--- config.mk ---
export PLATFORM = sky130hd
export DESIGN_NAME = microwave_controller
export DESIGN_NICKNAME = d
export VERILOG_FILES = /design/src/rtl/microwave_controller.sv
export SDC_FILE = /design/constraint.sdc
export NUM_CORES = 1
export LEC_CHECK = 0
export ABC_AREA = 1
export BUFFER_PORTS_ARGS = -buffer_cell sky130_fd_sc_hd__buf_2
export CAP_MARGIN = 20
export CORE_UTILIZATION = 50
export CTS_CLUSTER_SIZE = 12
export DETAILED_ROUTE_END_ITERATION = 8
export MAX_ROUTING_LAYER = met4
export PLACE_DENSITY = 0.71
export RECOVER_POWER = 100
export SYNTH_ARGS = -nofsm -noshare
export SYNTH_HDL_FRONTEND = slang
export SYNTH_SLANG_ARGS = --single-unit
--- constraint.sdc ---
create_clock -name CLK -period 3.01 [get_ports CLK]
set_clock_uncertainty 0.1 [all_clocks]
set_input_delay 0.1505 -clock CLK [delete_from_list [all_inputs] [get_ports CLK]]
set_output_delay 0.1505 -clock CLK [all_outputs]
set_load 0.02 [all_outputs]
--- src/rtl/microwave_controller.sv ---
// Oven sequencer: keypad digit entry into the timer, cook/pause/done control,
// countdown tick generation, magnetron enable and completion alert.
module microwave_controller #(
    parameter int TICK_DIV    = 100,
    parameter int DONE_CYCLES = 50,
    parameter int DIGITS      = 3
) (
    input  logic       CLK,
    input  logic       clear,
    input  logic       key_valid,
    input  logic [3:0] key_digit,
    input  logic       start,
    input  logic       stop,
    input  logic       door_closed,
    input  logic       timer_done,
    output logic [3:0] timer_digit,
    output logic       timer_loadn,
    output logic       timer_clearn,
    output logic       timer_enable,
    output logic       mag_on,
    output logic       done_alert,
    output logic [2:0] state_out
);

    localparam int TW = (TICK_DIV > 1) ? $clog2(TICK_DIV) : 1;
    localparam int DW = $clog2(DONE_CYCLES + 1);
    localparam logic [TW-1:0] TICK_LAST = TW'(TICK_DIV - 1);
    localparam logic [DW-1:0] DONE_LAST = DW'(DONE_CYCLES - 1);
    localparam logic [2:0]    DIGIT_MAX = 3'(DIGITS);

    typedef enum logic [2:0] {
        IDLE  = 3'd0,
        ENTRY = 3'd1,
        COOK  = 3'd2,
        PAUSE = 3'd3,
        DONE  = 3'd4
    } state_t;

    state_t          state, state_next;
    logic [2:0]      digit_count, digit_count_next;
    logic [TW-1:0]   tick_cnt, tick_cnt_next;
    logic [DW-1:0]   done_cnt, done_cnt_next;
    logic            stop_prev;
    logic            key_ok;
    logic            take_key;
    logic            clear_timer;
    logic            stop_rise;

    always_comb begin
        state_next       = state;
        digit_count_next = digit_count;
        tick_cnt_next    = tick_cnt;
        done_cnt_next    = done_cnt;
        take_key         = 1'b0;
        clear_timer      = 1'b0;
        key_ok           = key_valid && (key_digit <= 4'd9) && (digit_count < DIGIT_MAX);
        stop_rise        = stop && !stop_prev;

        case (state)
            IDLE: begin
                if (key_ok) begin
                    take_key   = 1'b1;
                    state_next = ENTRY;
                end
            end

            ENTRY: begin
                if (stop) begin
                    clear_timer      = 1'b1;
                    digit_count_next = 3'd0;
                    state_next       = IDLE;
                end else if (start && door_closed && !timer_done) begin
                    tick_cnt_next = '0;
                    state_next    = COOK;
                end else if (key_ok) begin
                    take_key = 1'b1;
                end
            end

            // The exit cycle still counts as cooked time, so the counter
            // advances on every COOK edge and a resume never double-ticks.
            COOK: begin
                tick_cnt_next = (tick_cnt == TICK_LAST) ? '0 : tick_cnt + 1'b1;
                if (timer_done) begin
                    done_cnt_next = '0;
                    state_next    = DONE;
                end else if (!door_closed || stop) begin
                    state_next = PAUSE;
                end
            end

            // Only a fresh stop press clears; a stop still held from COOK does not.
            PAUSE: begin
                if (stop_rise) begin
                    clear_timer      = 1'b1;
                    digit_count_next = 3'd0;
                    tick_cnt_next    = '0;
                    state_next       = IDLE;
                end else if (start && door_closed) begin
                    state_next = COOK;
                end
            end

            DONE: begin
                if (stop || (done_cnt == DONE_LAST)) begin
                    clear_timer      = 1'b1;
                    digit_count_next = 3'd0;
                    tick_cnt_next    = '0;
                    state_next       = IDLE;
                end else begin
                    done_cnt_next = done_cnt + 1'b1;
                end
            end

            default: state_next = IDLE;
        endcase

        if (take_key) begin
            digit_count_next = digit_count + 3'd1;
        end
    end

    // Outputs are registered from next-state values so they line up with the state they describe.
    always_ff @(posedge CLK or posedge clear) begin
        if (clear) begin
            state        <= IDLE;
            digit_count  <= 3'd0;
            tick_cnt     <= '0;
            done_cnt     <= '0;
            stop_prev    <= 1'b0;
            timer_digit  <= 4'd0;
            timer_loadn  <= 1'b1;
            timer_clearn <= 1'b0;
            timer_enable <= 1'b0;
            mag_on       <= 1'b0;
            done_alert   <= 1'b0;
        end else begin
            state        <= state_next;
            digit_count  <= digit_count_next;
            tick_cnt     <= tick_cnt_next;
            done_cnt     <= done_cnt_next;
            stop_prev    <= stop;
            timer_digit  <= take_key ? key_digit : 4'd0;
            timer_loadn  <= !take_key;
            timer_clearn <= !clear_timer;
            timer_enable <= (state_next == COOK) && (tick_cnt_next == TICK_LAST);
            mag_on       <= (state_next == COOK);
            done_alert   <= (state_next == DONE);
        end
    end

    assign state_out = state;

endmodule

==> impl_metrics.py, run 1 <==
metrics = {
    "clocking": {
        "h-tree-depth": 2,
        "clock_sinks": 29,
        "cts_tree": "built",
        "clock_latency_ns": 0.32,
        "cts_buffer_depth": 2,
        "clk_pin_slew_worst_paths_ns": 0.08,
        "cts_resized": 0,
        "cts-root-buf": "clkbuf_4",
        "cts_buffers": 5,
    },
    "place": {
        "port_buffers": 22,
        "place_ws_ns": 1.308,
        "gp_congestion": 0.9638,
        "dpl.hpwl_mm": 2.355,
    },
    "drt": {
        "drt_iter0_drc": 110,
        "drt-total-wl_mm": 3.091,
        "ant_nets": 0,
        "wl_per_cell_um": 11.58,
        "vias": 1321,
        "dr.pass1.iters": 4,
        "drc": 0,
        "vias_per_cell": 4.948,
    },
    "yosys": {
        "synth_cell_types": 26,
        "yosysWarnings": 0,
        "synth_seq_cells": 29,
        "syn_inst": 200,
        "syn_area_mm2": 0.001569,
        "syn_nets": 215,
        "yosysSeqAreaShare_pct": 46.33,
        "avgSynthCellArea_um2": 7.845,
    },
    "die": {
        "fp.dieW_um": 58.02,
        "die_h_um": 58.02,
        "core-area_mm2": 0.002853,
        "ioPinCount": 23,
        "die_area_mm2": 0.003366,
        "start_util_pct": 55.00,
        "num_rows": 19,
    },
    "timing": {
        "rsz0062_at_grt": "false",
        "layout_setup_ws_ns": 0.8296,
        "post-route-min-period_ns": 2.180,
        "finalSetupViolCount": 0,
        "worst_pin_slew_ns": 0.7285,
        "period_share_pct": 72.44,
        "fmax_mhz": 458.6,
        "finalSetupTns_ns": 0,
        "timing.final.max_slew_violations": 0,
        "max-slew-margin-rel_pct": 51.43,
        "hold_viol": 0,
    },
    "critical_path": {
        "worst-path-buf-inv": 3,
        "cp.required_ns": 3.12,
        "r2r_slack_ns": 0.83,
        "crit_path_start_kind": "flip-flop",
        "cp_slowest_cell": "dfrtp_1",
        "rr_worst_depth": 10,
        "critical_path_class": "reg -> reg",
        "regToRegStartpoint": "state_out[0]",
        "critPathMaxFanout": 8,
        "end_kind": "flip-flop",
        "critPathArrivalTime_ns": 2.29,
        "crit_cells": 10,
        "cp-endpoint": "done_cnt[5]",
        "crit_chain": "inv_1, nand3_1, inv_1, nand2_4, nand2_1, clkinvlp_2, nor2_1, nand2_2, xor2_1, nor2_1",
        "startpoint": "state_out[0]",
        "r2r-end": "done_cnt[5]",
        "crit_path_max_incr_delay_ns": 0.43,
        "path_delay_family": "simple AND/OR/NAND/NOR gates",
    },
    "global_route": {
        "grt_max_degree": 30,
        "grt_pass1_vias": 1337,
        "overflow": 0,
        "antenna_found_initial": 0,
        "grt_first_pass_wirelength_mm": 5.513,
        "grt_usage_pct": 22.55,
    },
    "power_and_ir_drop": {
        "vdd_ir_drop_max_v": 0.0004320,
        "total_power_uw": 1264,
        "power_leakage_uw": 0.0009472,
        "powerDensity_mw_per_mm2": 710.2,
    },
    "cells_and_area": {
        "areaGrowthSynthToFinish_pct": 13.48,
        "diodes": 0,
        "final_nets": 250,
        "final_layout_size_suffix_gt1_share_pct": 10.59,
        "multiInputGateArea_um2": 671.9,
        "final-seq-area_um2": 726.9,
        "n_fill_cell": 254,
        "final_core_util_pct": 62.41,
    },
    "hold_path": {
        "hold_path_class": "in -> reg",
        "worstHoldStart": "timer_done",
    },
    "job": {
        "maxCapViolations": 0,
    },
    "run_status": {
        "status": "complete, no violations",
    },
}
## metrics by stage
stage	hold slack [ns]	cells	area, um2
detailed placement	0.2203	252	1713
global placement	0.2198	252	1713
floorplan	0.08193	200	1569
finish	0.001194	267	1780
CTS	0.01140	265	1812
global route	0.02278	267	1780
## what timing repair did
item,in CTS,in global routing
setup buffers,0,0
hold endpoints to repair,5,15
hold buffers,5,1
## Yosys cell counts (all sizes together)
| library cell | instances | area [um2] |
|---|---|---|
| xor2 | 2 | 17.52 |
| xnor2 | 1 | 8.760 |
| o2111ai | 1 | 8.760 |
| inv | 36 | 137.6 |
| buf | 1 | 5.000 |
| dfrtp | 28 | 700.7 |
| nor2 | 28 | 120.1 |
| o31ai | 1 | 7.510 |
| nor3 | 3 | 15.01 |
| nand2 | 50 | 210.2 |
| o21ai | 10 | 53.80 |
| ha | 4 | 50.05 |
| a21oi | 6 | 33.78 |
| nand4 | 3 | 18.77 |
| dfstp | 1 | 26.28 |
| nand3 | 25 | 155.2 |
## placed cells by master, fill, tap and decap left out, types with 4 or more instances in the layout
cell / instances
inv_1: 33
clkbuf_4: 5
clkbuf_1: 17
ha_1: 4
o21ai_0: 9
nor2_1: 27
buf_2: 9
nand3_1: 23
nand2_1: 46
a21oi_1: 6
dlygate4sd3_1: 6
dfrtp_1: 28
## layer usage
metal	wire, um	track usage [%]	share of wire [%]	vias to the layer above
li1	-	-	-	698
met1	1368	25.59	44	586
met2	1520	37.27	49	30
met3	142	6.473	4.6	7
met4	60	9.524	1.9	0
met5	0	-	0	-
## where the power goes
group | switching (uW) | internal [uW]
combinational | 321 | 151
sequential | 93.0 | 487
clock | 119 | 92.8
total | 534 | 731
## worst min-delay path by stage
stage                     end  slack [ns]  cells after the start
2_1_floorplan       stop_prev        0.08                      0
3_3_place_gp        stop_prev        0.22                      1
3_5_place_dp        stop_prev        0.22                      1
4_1_cts        timer_digit[0]        0.01                      2
5_1_grt            done_alert        0.02                      3
6_report           done_alert       0.001                      3
## registers in the layout (all words and copies together) (netlist names)
register,flops
mag_on,1
state_out,3
timer_loadn,1
done_alert,1
done_cnt,6
stop_prev,1
timer_digit,4
timer_enable,1
digit_count,3
timer_clearn,1
tick_cnt,7
## worst min-delay path, cell delays in order
cell,delay [ns]
buf_2,0.12
nand2_4,0.06
nand2_1,0.05
## cells by family (layout without fill, tap and decap cells)
family	Yosys count	in the layout	synth area share (%)
and+or+nand+nor	109	109	33.09
buffers and inverters	37	73	9.090
DFF	29	29	46.33
AOI/OAI and AO/OA	18	18	6.619
adders and majority gates	4	4	3.190
xor gates and xnor gates	3	3	1.675
## area by class of cell
type | count | area share [%]
multi-input combinational | 134 | 37.74
tap | 31 | 2.178
timing repair buffer | 29 | 8.855
clock buffer | 8 | 2.741
inverter | 36 | 7.660
sequential | 29 | 40.83
(Power assumes the default switching activity.)
==> run 2: changes to the inputs <==
--- a/config.mk
+++ b/config.mk
@@ -12,7 +12,7 @@
 export CTS_CLUSTER_SIZE = 12
 export DETAILED_ROUTE_END_ITERATION = 8
 export MAX_ROUTING_LAYER = met4
-export PLACE_DENSITY = 0.71
+export PLACE_DENSITY = 0.74
 export RECOVER_POWER = 100
 export SYNTH_ARGS = -nofsm -noshare
 export SYNTH_HDL_FRONTEND = slang
==> constraint.sdc (replaced) <==
create_clock -name CLK -period 1.91 [get_ports CLK]
set_clock_uncertainty 0.1 [all_clocks]
set_input_delay 0.0955 -clock CLK [delete_from_list [all_inputs] [get_ports CLK]]
set_output_delay 0.0955 -clock CLK [all_outputs]
set_load 0.02 [all_outputs]
==> impl_metrics.py, run 2 (synthesis results as in run 1) <==
metrics = {
    "power_and_ir_drop": {
        "power_leakage_uw": 0.0009487,
        "p_switching_uw": 840.7,
        "seq_power_share_pct": 45.6,
        "p_int_uw": 1158,
        "powerDensity_mw_per_mm2": 1111,
        "vdd_ir_drop_max_v": 0.0006766,
        "p_sw_share_pct": 42.07,
        "comb_power_share_pct": 37.6,
        "p_clk_share_pct": 16.8,
    },
    "timing": {
        "period_share_pct": 93.44,
        "hold_viol": 0,
        "fmax_mhz": 560.3,
        "post-route-min-period_ns": 1.785,
        "rsz0062_at_grt": "false",
        "finalSetupTns_ns": 0,
        "worst_pin_slew_ns": 0.8047,
        "max-slew-margin-rel_pct": 46.36,
        "timing.final.max_slew_violations": 0,
        "finalSetupViolCount": 0,
    },
    "cells_and_area": {
        "top_regs": "tick_cnt x7, done_cnt x6, timer_digit x4",
        "final_nets": 251,
        "n_fill_cell": 258,
        "diodes": 0,
        "stdcell_count": 268,
        "final_common_cell": "nand2_1",
        "largest_reg_flops": 7,
        "final_layout_size_suffix_gt1_share_pct": 12.24,
        "largest_register": "tick_cnt",
        "layout_common_cells": "nand2_1, inv_1, dfrtp_1",
        "areaGrowthSynthToFinish_pct": 14.59,
    },
    "drt": {
        "ant_nets": 0,
        "wl_per_cell_um": 11.42,
        "dr.pass1.iters": 4,
        "drc": 0,
        "vias_per_cell": 4.955,
        "drt-total-wl_mm": 3.060,
        "drt_iter0_drc": 62,
        "vias": 1328,
    },
    "run_status": {
        "status": "complete, no violations",
    },
    "global_route": {
        "grt_pass1_vias": 1217,
        "grt_first_pass_wirelength_mm": 5.106,
        "antenna_found_initial": 0,
        "grt_max_degree": 16,
        "grt_usage_pct": 21.30,
        "overflow": 0,
    },
    "die": {
        "ioPinCount": 23,
        "core-area_mm2": 0.002853,
        "fp.dieW_um": 58.02,
        "start_util_pct": 55.00,
        "num_rows": 19,
        "die_area_mm2": 0.003366,
        "die_h_um": 58.02,
    },
    "clocking": {
        "clock_latency_ns": 0.31,
        "cts_buffer_depth": 2,
        "clk_pin_slew_worst_paths_ns": 0.08,
        "cts_buffers": 5,
        "post_cts_buffers": 0,
        "cts-root-buf": "clkbuf_4",
        "h-tree-depth": 2,
        "cts_tree": "built",
        "clock_sinks": 29,
    },
    "place": {
        "dpl.hpwl_mm": 2.277,
        "dp.cells": 253,
        "gp_congestion": 0.8743,
        "port_buffers": 22,
    },
    "critical_path": {
        "end_kind": "flip-flop",
        "critPathArrivalTime_ns": 1.90,
        "critical_path_class": "reg -> reg",
        "r2r_slack_ns": 0.13,
        "rr_worst_depth": 10,
        "crit_chain": "inv_2, nand2_1, nor2_4, nand3_1, nand2_4, inv_4, nor2_4, nand2_1, xor2_1, nor2_1",
        "cp.required_ns": 2.02,
        "crit_path_max_incr_delay_ns": 0.44,
        "r2r-end": "done_cnt[5]",
        "path_delay_family": "simple AND/OR/NAND/NOR gates",
        "critPathMaxFanout": 8,
        "regToRegStartpoint": "state_out[0]",
        "worst-path-buf-inv": 2,
        "cp_slowest_cell": "dfrtp_1",
        "crit_path_start_kind": "flip-flop",
    },
    "job": {
        "maxCapViolations": 0,
    },
    "hold_path": {
        "worstHoldStart": "door_closed",
        "hold_path_class": "in -> reg",
        "min_delay_path_depth": 6,
        "min_to": "state_out[0]",
    },
}
## run 2: changes by cell type in the layout (fill, tap and decap cells not counted), sizes merged
cell         before  now
clkinvlp          1    0
inv              35   36
dlygate4sd3       6    7
## run 2: power by group through the flow
| stage | Combinational [uW] | Clock [uW] | Sequential (uW) |
|---|---|---|---|
| detailed placement | 775 | 0 | 924 |
| CTS | 788 | 350 | 911 |
| global placement | 769 | 0 | 921 |
| finish | 751 | 335 | 912 |
| floorplan | 529 | 0 | 958 |
| global route | 849 | 378 | 932 |
## run 2: worst max path at each step
stage / cells after the start / slack [ns] / startpoint / endpoint
floorplan: 10 / 0.37 / state_out[0] / done_cnt[5]
global placement: 11 / 0.22 / tick_cnt[0] / timer_enable
detailed placement: 10 / 0.19 / tick_cnt[0] / timer_enable
CTS: 10 / 0.17 / tick_cnt[0] / timer_enable
global route: 10 / 0.007 / state_out[0] / done_cnt[5]
finish: 10 / 0.13 / state_out[0] / done_cnt[5]
## run 2: worst min-delay path: cells and delay by family
family / cells / cell delay (ns)
buffers and inverters: 2 / 0.15
and+or+nand+nor: 4 / 0.27
## run 2: repair_timing
action	CTS	global route
gates resized for setup	0	0
hold buffers	7	0
endpoints found under the hold margin	19	0
## run 2: routing by layer
metal,track usage (%),vias to the layer above,part of all wire [%]
li1,-,700,-
met1,26.25,601,49
met2,33.50,21,46
met3,7.143,6,3.6
met4,6.122,0,1.5
met5,-,-,0
## run 2: area by class of cell
class | instances | area (um2) | share of cell area [%]
well taps | 31 | 38.79 | 2.157
clock buffers | 8 | 48.80 | 2.714
multi-input cells | 134 | 678.2 | 37.72
repair buffers | 30 | 167.7 | 9.325
flip-flops and latches | 29 | 726.9 | 40.43
inverters | 36 | 137.6 | 7.655
## run 2: per-stage QoR
stage	total power [uW]	utilization, %	hold slack, ns	setup WS, ns	area (um2)
after floorplan	1488	-	0.02693	0.3684	1569
after global placement	1690	60.75	0.07697	0.2195	1733
after detailed placement	1699	60.75	0.08130	0.1893	1733
after CTS	2050	64.91	0.1030	0.1683	1852
after global routing	2159	63.03	0.1493	0.006568	1798
final	1998	63.03	0.1264	0.1253	1798
==> run 3: changes to the inputs <==
--- a/config.mk
+++ b/config.mk
@@ -5,7 +5,6 @@
 export SDC_FILE = /design/constraint.sdc
 export NUM_CORES = 1
 export LEC_CHECK = 0
-export ABC_AREA = 1
 export BUFFER_PORTS_ARGS = -buffer_cell sky130_fd_sc_hd__buf_2
 export CAP_MARGIN = 20
 export CORE_UTILIZATION = 50
==> impl_metrics.py, run 3 <==
metrics = {
    "cells_and_area": {
        "design_area_mm2": 0.002009,
        "n_fill_cell": 224,
        "largest_reg_flops": 7,
        "diodes": 0,
        "layout_common_cells": "dfrtp_1, buf_4, nand2_1",
        "largest_register": "tick_cnt",
        "final_nets": 222,
        "final_common_cell": "dfrtp_1",
        "top_regs": "tick_cnt x7, done_cnt x6, timer_digit x4",
        "final_layout_size_suffix_gt1_share_pct": 31.73,
        "areaGrowthSynthToFinish_pct": 35.53,
    },
    "timing": {
        "hold_viol": 0,
        "layout_setup_ws_ns": -0.1790,
        "finalSetupViolCount": 1,
        "max-slew-margin-rel_pct": 52.81,
        "rsz0062_at_grt": "true",
        "worst_pin_slew_ns": 0.7079,
        "post-route-min-period_ns": 2.089,
        "finalSetupTns_ns": -0.1790,
        "period_share_pct": 109.4,
        "timing.final.max_slew_violations": 0,
        "fmax_mhz": 478.7,
    },
    "critical_path": {
        "crit_path_max_incr_delay_ns": 0.40,
        "cp_slowest_cell": "dfrtp_1",
        "critical_path_class": "reg -> reg",
        "end_kind": "flip-flop",
        "critPathMaxFanout": 3,
        "crit_path_start_kind": "flip-flop",
        "cp.required_ns": 2.09,
        "crit_chain": "inv_2, ha_4, and4bb_2, a21boi_2, a211o_2, a221o_1, nor3_2, and4bb_1",
        "critPathArrivalTime_ns": 2.27,
    },
    "yosys": {
        "syn_area_mm2": 0.001483,
        "synth_top_area_share_pct": 47.26,
        "yosysSeqAreaShare_pct": 49.03,
        "ys_top_cells_by_count": "dfrtp_1, nand2_1, nor2_1, o21ai_0",
        "synth_edf_count": 0,
        "synth_cell_types": 44,
        "synth_seq_cells": 29,
        "synthTopCellsByArea": "dfrtp_1, nand2_1, ha_1",
        "syn_nets": 159,
        "yosysMostFrequentCell": "dfrtp_1",
        "avgSynthCellArea_um2": 10.30,
        "yosysWarnings": 0,
        "synthArstFlopShare_pct": 100.0,
        "synth_top_flop_cell": "dfrtp_1",
        "syn_inst": 144,
        "yosysTopAreaCell": "dfrtp_1",
    },
    "hold_path": {
        "hold_path_class": "in -> reg",
    },
    "drt": {
        "drt_iter0_drc": 46,
        "wl_per_cell_um": 13.91,
        "ant_nets": 0,
        "drt-total-wl_mm": 3.324,
        "drc": 0,
        "dr.pass1.iters": 4,
        "vias_per_cell": 5.285,
        "vias": 1263,
    },
    "power_and_ir_drop": {
        "vdd_ir_drop_max_v": 0.0009715,
        "powerDensity_mw_per_mm2": 1045,
        "power_leakage_uw": 0.0009749,
    },
    "clocking": {
        "clock_latency_ns": 0.33,
        "cts-root-buf": "clkbuf_4",
        "cts_tree": "built",
        "cts_buffers": 5,
        "clock_sinks": 29,
        "clk_pin_slew_worst_paths_ns": 0.10,
        "h-tree-depth": 2,
        "cts_buffer_depth": 2,
    },
    "global_route": {
        "grt_pass1_vias": 1252,
        "grt_max_degree": 30,
        "antenna_found_initial": 0,
        "grt_usage_pct": 24.04,
        "overflow": 0,
        "grt_first_pass_wirelength_mm": 5.651,
    },
    "place": {
        "placed_area_mm2": 0.001837,
        "dpl.hpwl_mm": 2.407,
        "gp_congestion": 0.9332,
        "port_buffers": 22,
    },
    "run_status": {
        "status": "finished with violations",
        "violations": "setup timing",
    },
    "die": {
        "core-area_mm2": 0.002781,
        "fp.dieW_um": 56.46,
        "num_rows": 19,
        "die_area_mm2": 0.003187,
        "die_h_um": 56.46,
        "ioPinCount": 23,
        "start_util_pct": 53.31,
    },
    "job": {
        "maxCapViolations": 0,
    },
}
## run 3: through the flow
step / setup slack, ns / cells / hold slack (ns) / util (%) / total power (uW)
after floorplan: -0.1329 / 144 / 0.02693 / - / 1269
after global placement: -0.1119 / 223 / 0.07409 / 66.04 / 1536
after detailed placement: -0.1927 / 223 / 0.1004 / 66.04 / 1561
after CTS: -0.1930 / 239 / 0.1060 / 72.33 / 2110
after global routing: -0.2866 / 239 / 0.2013 / 72.24 / 2230
final: -0.1790 / 239 / 0.1667 / 72.24 / 2099
## run 3: layout make-up
class | count | area (um2) | area share (%)
Clock buffer | 7 | 55.05 | 2.740
Tap cell | 31 | 38.79 | 1.930
Sequential cell | 29 | 728.2 | 36.24
Timing Repair Buffer | 60 | 389.1 | 19.36
Multi-Input combinational cell | 104 | 742.0 | 36.92
Clock inverter | 1 | 30.03 | 1.494
Inverter | 7 | 26.28 | 1.308
## run 3: what timing repair did
item	in CTS	in global routing
gates resized for setup	3	11
endpoints found under the setup margin	3	7
endpoints found under the hold margin	35	0
setup buffers	1	0
pin swaps	2	6
hold buffers	7	0
## run 3: where the power goes
part	switching (uW)	total, uW	internal, uW
Combinational	410	752	342
Sequential	77.2	816	739
Clock	218	530	312
Total	705	2100	1390
## run 3: critical path, delay by kind of cell (launching register included)
family          cells  cell delay (ns)
fa+ha+maj           1             0.11
simple gates        3             0.61
compound gates      3             0.73
flops               1             0.40
buf+inv             1             0.07
## run 3: kinds of logic after synthesis
| logic type | count (synthesis) | share of synthesized area, % |
|---|---|---|
| AOI/OAI and AO/OA | 30 | 13.92 |
| xor gates and xnor gates | 8 | 4.726 |
| adders and majority gates | 4 | 3.376 |
| buffers and inverters | 11 | 3.966 |
| DFF | 29 | 49.03 |
| muxes | 2 | 1.519 |
| and+or+nand+nor | 60 | 23.46 |
## run 3: worst paths after layout
| check | startpoint | end | cells past startpoint | slack [ns] |
|---|---|---|---|---|
| setup / recovery | done_cnt[1] | timer_enable | 8 | -0.18 |
| hold / removal | start | state_out[1] | 4 | 0.17 |
| setup reg to reg | done_cnt[1] | timer_enable | 8 | -0.18 |
| hold reg to reg | digit_count[2] | digit_count[2] | 2 | 0.41 |
| max in group asynchronous | clear | state_out[2] | 4 | 0.82 |
| min in group asynchronous | clear | timer_enable | 4 | 0.39 |
## run 3: layer usage
metal / GRT usage (%) / vias up / routed length (um)
li1: - / 640 / -
met1: 31.44 / 599 / 1552
met2: 35.80 / 19 / 1636
met3: 6.221 / 5 / 95
met4: 9.408 / 0 / 40
met5: - / - / 0
